<file path="src/rtl/crc_pkg.sv">
// Shared types and helpers for the replay-buffer CRC engine.
// Used by crc_unroll and crc_engine.
package crc_pkg;

  typedef enum logic [1:0] {
    IDLE,
    CALC,
    HOLD
  } state_t;

  // Widest CRC the generic step function handles.
  localparam int unsigned CRC_MAX_W = 64;

  function automatic int unsigned calc_nstep(input int unsigned data_w,
                                             input int unsigned crc_w,
                                             input int unsigned bpc);
    return (data_w - crc_w) / bpc;
  endfunction

  // One MSB-first, non-reflected bit update of a w-bit CRC held in the low bits.
  function automatic logic [CRC_MAX_W-1:0] crc_step(input logic [CRC_MAX_W-1:0] crc,
                                                    input logic                 b,
                                                    input logic [CRC_MAX_W-1:0] poly,
                                                    input int unsigned          w);
    logic [CRC_MAX_W-1:0] mask;
    logic [CRC_MAX_W-1:0] nxt;
    logic                 fb;
    mask = (w >= CRC_MAX_W) ? '1 : ((CRC_MAX_W'(1) << w) - CRC_MAX_W'(1));
    fb   = crc[w-1] ^ b;
    nxt  = (crc << 1) & mask;
    if (fb) nxt = nxt ^ (poly & mask);
    return nxt;
  endfunction

endpackage

</file>
<file path="src/rtl/crc_unroll.sv">
// Combinational BITS_PER_CYCLE-bit CRC update; data_in is consumed MSB first.
module crc_unroll
  import crc_pkg::*;
#(
  parameter int unsigned       CRC_W          = 16,
  parameter logic [CRC_W-1:0]  POLY           = 16'h1021,
  parameter int unsigned       BITS_PER_CYCLE = 8
) (
  input  logic [CRC_W-1:0]          crc_in,
  input  logic [BITS_PER_CYCLE-1:0] data_in,
  output logic [CRC_W-1:0]          crc_out
);

  always_comb begin
    logic [CRC_W-1:0] c;
    c = crc_in;
    for (int unsigned i = 0; i < BITS_PER_CYCLE; i++) begin
      c = CRC_W'(crc_step(CRC_MAX_W'(c), data_in[BITS_PER_CYCLE-1-i],
                          CRC_MAX_W'(POLY), CRC_W));
    end
    crc_out = c;
  end

endmodule

</file>
<file path="src/rtl/crc_engine.sv">
// Multi-cycle CRC engine: fills (or, with CRC_CHECK_EN, verifies) the low CRC_W
// bits of a packet, consuming BITS_PER_CYCLE payload bits per clock.
module crc_engine
  import crc_pkg::*;
#(
  parameter int unsigned      DATA_W         = 128,
  parameter int unsigned      CRC_W          = 16,
  parameter logic [CRC_W-1:0] POLY           = 16'h1021,
  parameter logic [CRC_W-1:0] INIT           = 16'hFFFF,
  parameter int unsigned      BITS_PER_CYCLE = 8
) (
  input  logic              clk,
  input  logic              rst,
  input  logic              in_valid,
  output logic              in_ready,
  input  logic [DATA_W-1:0] in_data,
  output logic              out_valid,
  input  logic              out_ready,
  output logic [DATA_W-1:0] out_data,
  output logic [CRC_W-1:0]  out_crc,
`ifdef CRC_CHECK_EN
  input  logic              in_check,
  output logic              crc_err,
`endif
  output logic              busy
);

  localparam int unsigned PAY_W = DATA_W - CRC_W;
  localparam int unsigned NSTEP = calc_nstep(DATA_W, CRC_W, BITS_PER_CYCLE);
  localparam int unsigned CNT_W = (NSTEP > 1) ? $clog2(NSTEP) : 1;

  if (!(CRC_W < DATA_W) || ((DATA_W - CRC_W) % BITS_PER_CYCLE != 0)) begin : g_bad_cfg
    $error("crc_engine: need CRC_W < DATA_W and payload width divisible by BITS_PER_CYCLE");
  end

  state_t             state, state_nx;
  logic [PAY_W-1:0]   pay;
  logic [CRC_W-1:0]   crc, crc_nx;
  logic [CNT_W-1:0]   cnt;

  crc_unroll #(
    .CRC_W          (CRC_W),
    .POLY           (POLY),
    .BITS_PER_CYCLE (BITS_PER_CYCLE)
  ) u_unroll (
    .crc_in  (crc),
    .data_in (pay[PAY_W-1 -: BITS_PER_CYCLE]),
    .crc_out (crc_nx)
  );

  always_ff @(posedge clk or negedge rst) begin
    if (!rst) state <= IDLE;
    else      state <= state_nx;
  end

  always_comb begin
    state_nx = state;
    case (state)
      IDLE:    if (in_valid) state_nx = CALC;
      CALC:    if (cnt == CNT_W'(NSTEP - 1)) state_nx = HOLD;
      HOLD:    if (out_ready) state_nx = IDLE;
      default: state_nx = IDLE;
    endcase
  end

  // The payload register rotates rather than shifts, so after NSTEP steps it
  // holds the original payload again and no second copy is needed for output.
  always_ff @(posedge clk or negedge rst) begin
    if (!rst) begin
      pay <= '0;
      crc <= INIT;
      cnt <= '0;
    end else if (state == IDLE && in_valid) begin
      pay <= in_data[DATA_W-1:CRC_W];
      crc <= INIT;
      cnt <= '0;
    end else if (state == CALC) begin
      pay <= (pay << BITS_PER_CYCLE) | (pay >> (PAY_W - BITS_PER_CYCLE));
      crc <= crc_nx;
      cnt <= cnt + CNT_W'(1);
    end
  end

  assign in_ready  = (state == IDLE);
  assign out_valid = (state == HOLD);
  assign busy      = (state != IDLE);
  assign out_crc   = crc;

`ifdef CRC_CHECK_EN
  logic [CRC_W-1:0] field;
  logic             chk;

  always_ff @(posedge clk or negedge rst) begin
    if (!rst) begin
      field <= '0;
      chk   <= 1'b0;
    end else if (state == IDLE && in_valid) begin
      field <= in_data[CRC_W-1:0];
      chk   <= in_check;
    end
  end

  assign out_data = (state == HOLD) ? {pay, (chk ? field : crc)} : '0;
  assign crc_err  = (state == HOLD) && chk && (crc != field);
`else
  logic unused_field;
  assign unused_field = ^in_data[CRC_W-1:0];
  assign out_data     = (state == HOLD) ? {pay, crc} : '0;
`endif

endmodule

</file>
<file path="config.mk">
export PLATFORM = sky130hd
export DESIGN_NAME = crc_engine
export DESIGN_NICKNAME = d
export VERILOG_FILES = /design/src/rtl/crc_pkg.sv /design/src/rtl/crc_unroll.sv /design/src/rtl/crc_engine.sv
export SDC_FILE = /design/constraint.sdc
export NUM_CORES = 1
export LEC_CHECK = 0
export CORE_AREA = 2 2 134 136
export CTS_CLUSTER_DIAMETER = 50
export DETAILED_ROUTE_END_ITERATION = 12
export DIE_AREA = 0 0 136 138
export PLACE_DENSITY = 0.86
export SYNTH_ARGS = -nofsm -noshare
export SYNTH_HDL_FRONTEND = slang
export SYNTH_SLANG_ARGS = --single-unit
</file>
<file path="constraint.sdc">
create_clock -name clk -period 2 [get_ports clk]
set_input_delay 0.3 -clock clk [delete_from_list [all_inputs] [get_ports clk]]
set_output_delay 0.3 -clock clk [all_outputs]
set_load 0.05 [all_outputs]
</file>
== After elaboration in Yosys (flattened, before gate mapping) ==
Cells that the tools add are included.
Word-level totals
  register bits: 134
  bits in latches: 0
  RAM bits: 0
  ROM bits: 0
  input bits: 132
  output and inout port bits: 147
  word-level logic and storage cells: 52
  memories: 0
Cells by class
  $add $sub $neg: 1
  multipliers: 0
  div/mod/pow operators: 0
  $lt $le $gt $ge: 0
  eq/ne operators: 6
  shift-type cells: 0
  mux-type cells: 19
  bitwise gates (word level): 17
  reductions and logical operators: 5
Operator list (count)
  112-bit two-way mux: 2
  128-bit two-way mux: 1
  112-bit by 8-bit OR with 112-bit output: 1
  13-bit two-way mux: 8
  16-bit two-way mux: 2
  3-bit NOT: 8
  4-bit two-way mux: 2
  1-bit bitwise XOR: 8
  2-bit two-way mux: 3
  2-bit one-hot mux with 3 select lines: 1
  4-bit by 1-bit adder with 4-bit output (second input constant): 1
  4-bit == test (second input constant): 1
  2-bit inequality test (second input constant): 2
  2-bit nonzero test: 2
  3-bit AND reduction: 1
  2-bit by 1-bit == test with 1-bit output (second input constant): 1
  2-bit == test (second input constant): 1
  2-bit zero test: 1
  2-bit by 1-bit inequality test with 1-bit output (second input constant): 1
  1-bit logical AND: 1

== Depth between registers and ports, before layout ==
  word-level depth: 18
  depth in mapped cells: 6
  depth with buffers taken out: 5

== Cells and area by module ==
From an unflattened synthesis, not the netlist that was laid out.
Second synthesis, totals
  cell total of the unflattened synthesis: 752
  area, all modules: 6877.8 um^2
By module, submodules not included
  crc_engine: instances 1, cells an instance 727, area each 6475.0 um^2, sequential area each 3373.2 um^2
  crc_unroll: instances 1, cells an instance 25, area each 402.9 um^2, sequential area each 0.0 um^2

== Worst setup path before layout ==
OpenSTA, ideal clock, no wires.
  path kind: register to output
  from: register state[0]
  to: output out_data[10]
  arrival: 1.722 ns
  data required time: 1.700 ns
  setup slack: -0.022 ns
  cell stages (with the launch flop): 4
  path buffers: 1
  cells stage by stage: dfrtp_1 > nor2b_1 > clkbuf_1 > and2_1
On the way
  word-level cells in the longest chain between the ends: 2
Ends and longest elaborated chain
  from (decl): RTL line crc_engine.sv:36  | state_t state, state_nx;
  from (signal assigned): RTL line crc_engine.sv:53  | else state <= state_nx;
  2-bit == test
  net out_valid: RTL line crc_engine.sv:17  | output logic out_valid,
  128-bit two-way mux: RTL line crc_engine.sv:108  | assign out_data = (state == HOLD) ? {pay, crc} : '0;
  to (decl): RTL line crc_engine.sv:19  | output logic [DATA_W-1:0] out_data,
The timed path passes the listed nets, and every way through them passes these cells.

== Worst setup path after layout ==
  from: register state[0]
  to: output out_data[80]
On the way
  word-level cells in the longest chain between the ends: 2
Ends and longest elaborated chain (RTL line)
  2-bit == test: crc_engine.sv:108
  128-bit two-way mux: crc_engine.sv:108
Every way passes these cells.

==> impl_summary.md <==
Final layout
The sequential cells in the finished layout cover a total of 3374 um2. In the final layout, the multi-input gates occupy 3526 um2. Leaving out fill and tap cells, the most frequent cell in the layout is nand2_1.

The count of antenna diodes in the layout is 0. The ratio of cells with drive above 1 in the final layout is 0.3587. After filler insertion, the fill cell instance count of the layout stands at 1163.

The layout overhead on the synthesized area is 80.11%. The library cells used most frequently in the layout, excluding fill and tap cells, are 228 x nand2_1, 142 x buf_12, 125 x and2_4. The core occupancy in the finished layout is 0.6993. In the final design database the tool counted 1133 nets. The post-layout instance count excluding filler cells is 1241.

Routing
Before antenna repair, the detailed router went through 5 iterations. The count of vias placed by the detailed router is 6680. The remaining number of nets flagged by the antenna check after routing is 0. The first routing iteration left 553 violations.

For this run, design rule violations remaining after detail routing come to 0. Dividing the detail-routed via count by the number of cells gives 5.383. After detailed routing, the average wire length per cell comes to 20.22 um. Wires add up to 25090 um.

Clock tree
TritonCTS created 17 clock buffers. Clock-pin slew was measured on the worst setup and hold paths at 60 ps. The clock latency on the worst-skew pair is 410 ps. The clock tree root driver cell is clkbuf_16.

In this run the number of H-tree levels came out at 4. TritonCTS built the clock tree. The maximum clock path buffer count is 2. The tree built by TritonCTS fans out to 134 sinks.

STA
The worst-case setup margin in the final layout is -2.217 ps. Setup repair after global routing could not meet its margin everywhere. The final count of negative-setup-slack endpoints is 1. The number of hold violations in the final report was 0.

The post-route clock skew is 6.953 ps. The transition time of the tightest slew-check pin is 550.1 ps. Based on the critical path, the design can be clocked at up to 0.4994 GHz.

The shortest clock period the worst path allows after layout is 2002 ps. Of the available clock period, the critical path in the final layout requires 1.001. The number of pins exceeding their max-slew limit in the final report is 0. The normalized max-slew margin is 0.6332.

Yosys
The cell area after synthesis is 6808 um2. The mean instance size in the synthesized netlist is 9.237 um2. In this run, distinct cell masters in the synthesized netlist total 32. For this run, the number of Yosys warnings is 0. Synthesis inferred 134 register bits. The share of synthesized area occupied by flip-flops and latches is 0.4955. The synthesized instance count is 737. The net count after synthesis is 871.

Die
The die covers 18770 um2. The initial standard-cell utilization of the core is 0.3883. The chip width is 136 um. The height of the die is 138 um. Pin placement for this block handled 279 I/O pins. The floorplan has 49 rows. After floorplanning, the core was sized to cover 17530 um2.

Critical path
The master of the slowest instance on the critical path is dfrtp_2. The category of the worst setup path launch point is a register. The number of cells traversed by the worst register-to-register path is 3. The worst flop-to-flop path startpoint is out_crc[14]. The type of element capturing the critical path is an output pin. Data arrives at the worst endpoint at 1700 ps. The critical path depth is 5. In this design, the critical path's most frequently occurring cell is buf_12. At the worst endpoint, the required time is 1700 ps. The kind of cell adding the most delay to the critical path is buffers and inverters. The critical path's largest stage delay is 420 ps.

The critical path goes through nor2b_4 -> buf_6 -> buf_12 -> and2_1 -> buf_12. The worst setup path is of the reg2out kind. The endpoint identified for the worst register-to-register timing path is out_crc[14]. The worst path buffer plus inverter count is 3. Along the worst path, the maximum fanout reaches 17. The slack of the worst reg-to-reg path is 330 ps. In this run the worst setup path begins at state[0].

Global route
The overall routing resource usage is 0.2550. The number of antenna violations at the first check in global routing is 0. The number of global-route vias before repair is 6684. Entering global routing, the biggest net connects 73 pins. The remaining global-route overflow is 0. The first global-routing pass estimated 37250 um of wire.

Status
The run finished, with violations left. The checks that failed: setup timing.

Pwr
The power density relative to cell area is 1226 nW/um2. Across the VDD grid, the largest voltage drop is 1.004 mV. The leakage component of the power is 5.533 nW.

Placement
Routability-driven placement finished with a final weighted congestion of 0.8634. The post-placement worst setup slack is 133.1 ps. During placement, the flow inserted port buffers numbering 262. The cell total after placement is 1192.

The HPWL after detailed placement is 16380 um.

Flow run
Across the run, the number of max-cap violations was 0.

Worst hold path
The worst hold path belongs to the class in2async.
-- timing repair --
| item | 4_1_cts | 5_1_grt |
|---|---|---|
| pin swaps | 0 | 39 |
| setup endpoints to repair | 136 | 122 |
| cloned | 3 | 6 |
| gates resized for setup | 17 | 126 |
| endpoints found under the hold margin | 41 | 0 |
| hold buffers | 1 | 0 |
| buffers inserted | 5 | 2 |
-- Yosys cell counts (all sizes together) --
cell type  instances  area share
inv                2      0.0011
xnor3              8       0.026
ha                 2      0.0037
dfstp             16       0.062
nor2b              2      0.0018
a22oi            112        0.12
or2                1     0.00092
nand3b             1      0.0011
buf               26       0.019
nand2b             2      0.0018
nor3b              1      0.0011
mux2i              1      0.0015
and2             128        0.12
xnor2             12       0.018
or3b               1      0.0013
xor3               1      0.0040
nand2            228        0.13
nor3              11      0.0081
nand4              1     0.00092
nand3              3      0.0022
o21ai             14       0.010
o21bai             1      0.0011
a21oi             11      0.0092
clkbuf            30       0.017
dfrtp            118        0.43
xor2               4      0.0074
-- report_power, final --
group          switching, W  total, W  internal (W)
sequential          0.00141   0.00557       0.00416
clock               0.00122   0.00311       0.00189
combinational       0.00338   0.00635       0.00297
-- sequential cells by signal, summed over array words and instances, names as in the netlist --
register and count:
pay 112, out_crc 16, cnt 4, state 2
-- cell families after synthesis --
kind of cell	count (synthesis)	share of synthesized area
mux	1	0.001470
simple gates	379	0.2628
compound gates	138	0.1441
buf+inv	58	0.03694
xor+xnor	25	0.05550
fa+ha+maj	2	0.003675
flops	134	0.4955
-- through the flow --
stage          instance area [um2]  setup TNS, ps  total power, W  hold slack (ps)
2_1_floorplan                 6809              0        0.009527            4.409
3_3_place_gp                 11080              0         0.01139            309.0
3_5_place_dp                 11080              0         0.01173            306.1
4_1_cts                      11800              0         0.01486            429.8
5_1_grt                      12260          -3073         0.01592            466.0
6_report                     12260         -2.217         0.01503            427.4
-- cell type report --
| type | instances | share of cell area |
|---|---|---|
| repair buffers | 299 | 0.3656 |
| clock buffers | 19 | 0.03694 |
| well taps | 229 | 0.02337 |
| multi-input cells | 545 | 0.2875 |
| flip-flops and latches | 134 | 0.2752 |
| inverters | 2 | 0.0006122 |
| clock inverters | 13 | 0.01071 |
-- how the worst max path moves through the flow --
stage                    end
3_5_place_dp        pay[104]
4_1_cts        out_data[101]
3_3_place_gp        pay[104]
6_report        out_data[80]
2_1_floorplan    out_data[0]
5_1_grt        out_data[106]
-- metal layers --
| metal | track usage | vias up | share of wire |
|---|---|---|---|
| met1 | 0.3109 | 3333 | 0.38 |
| li1 | - | 2989 | - |
| met2 | 0.4240 | 316 | 0.52 |
| met3 | 0.08251 | 42 | 0.079 |
| met4 | 0.08662 | 0 | 0.023 |
| met5 | 0 | - | 0 |
Power figures use the tool's default switching activity.
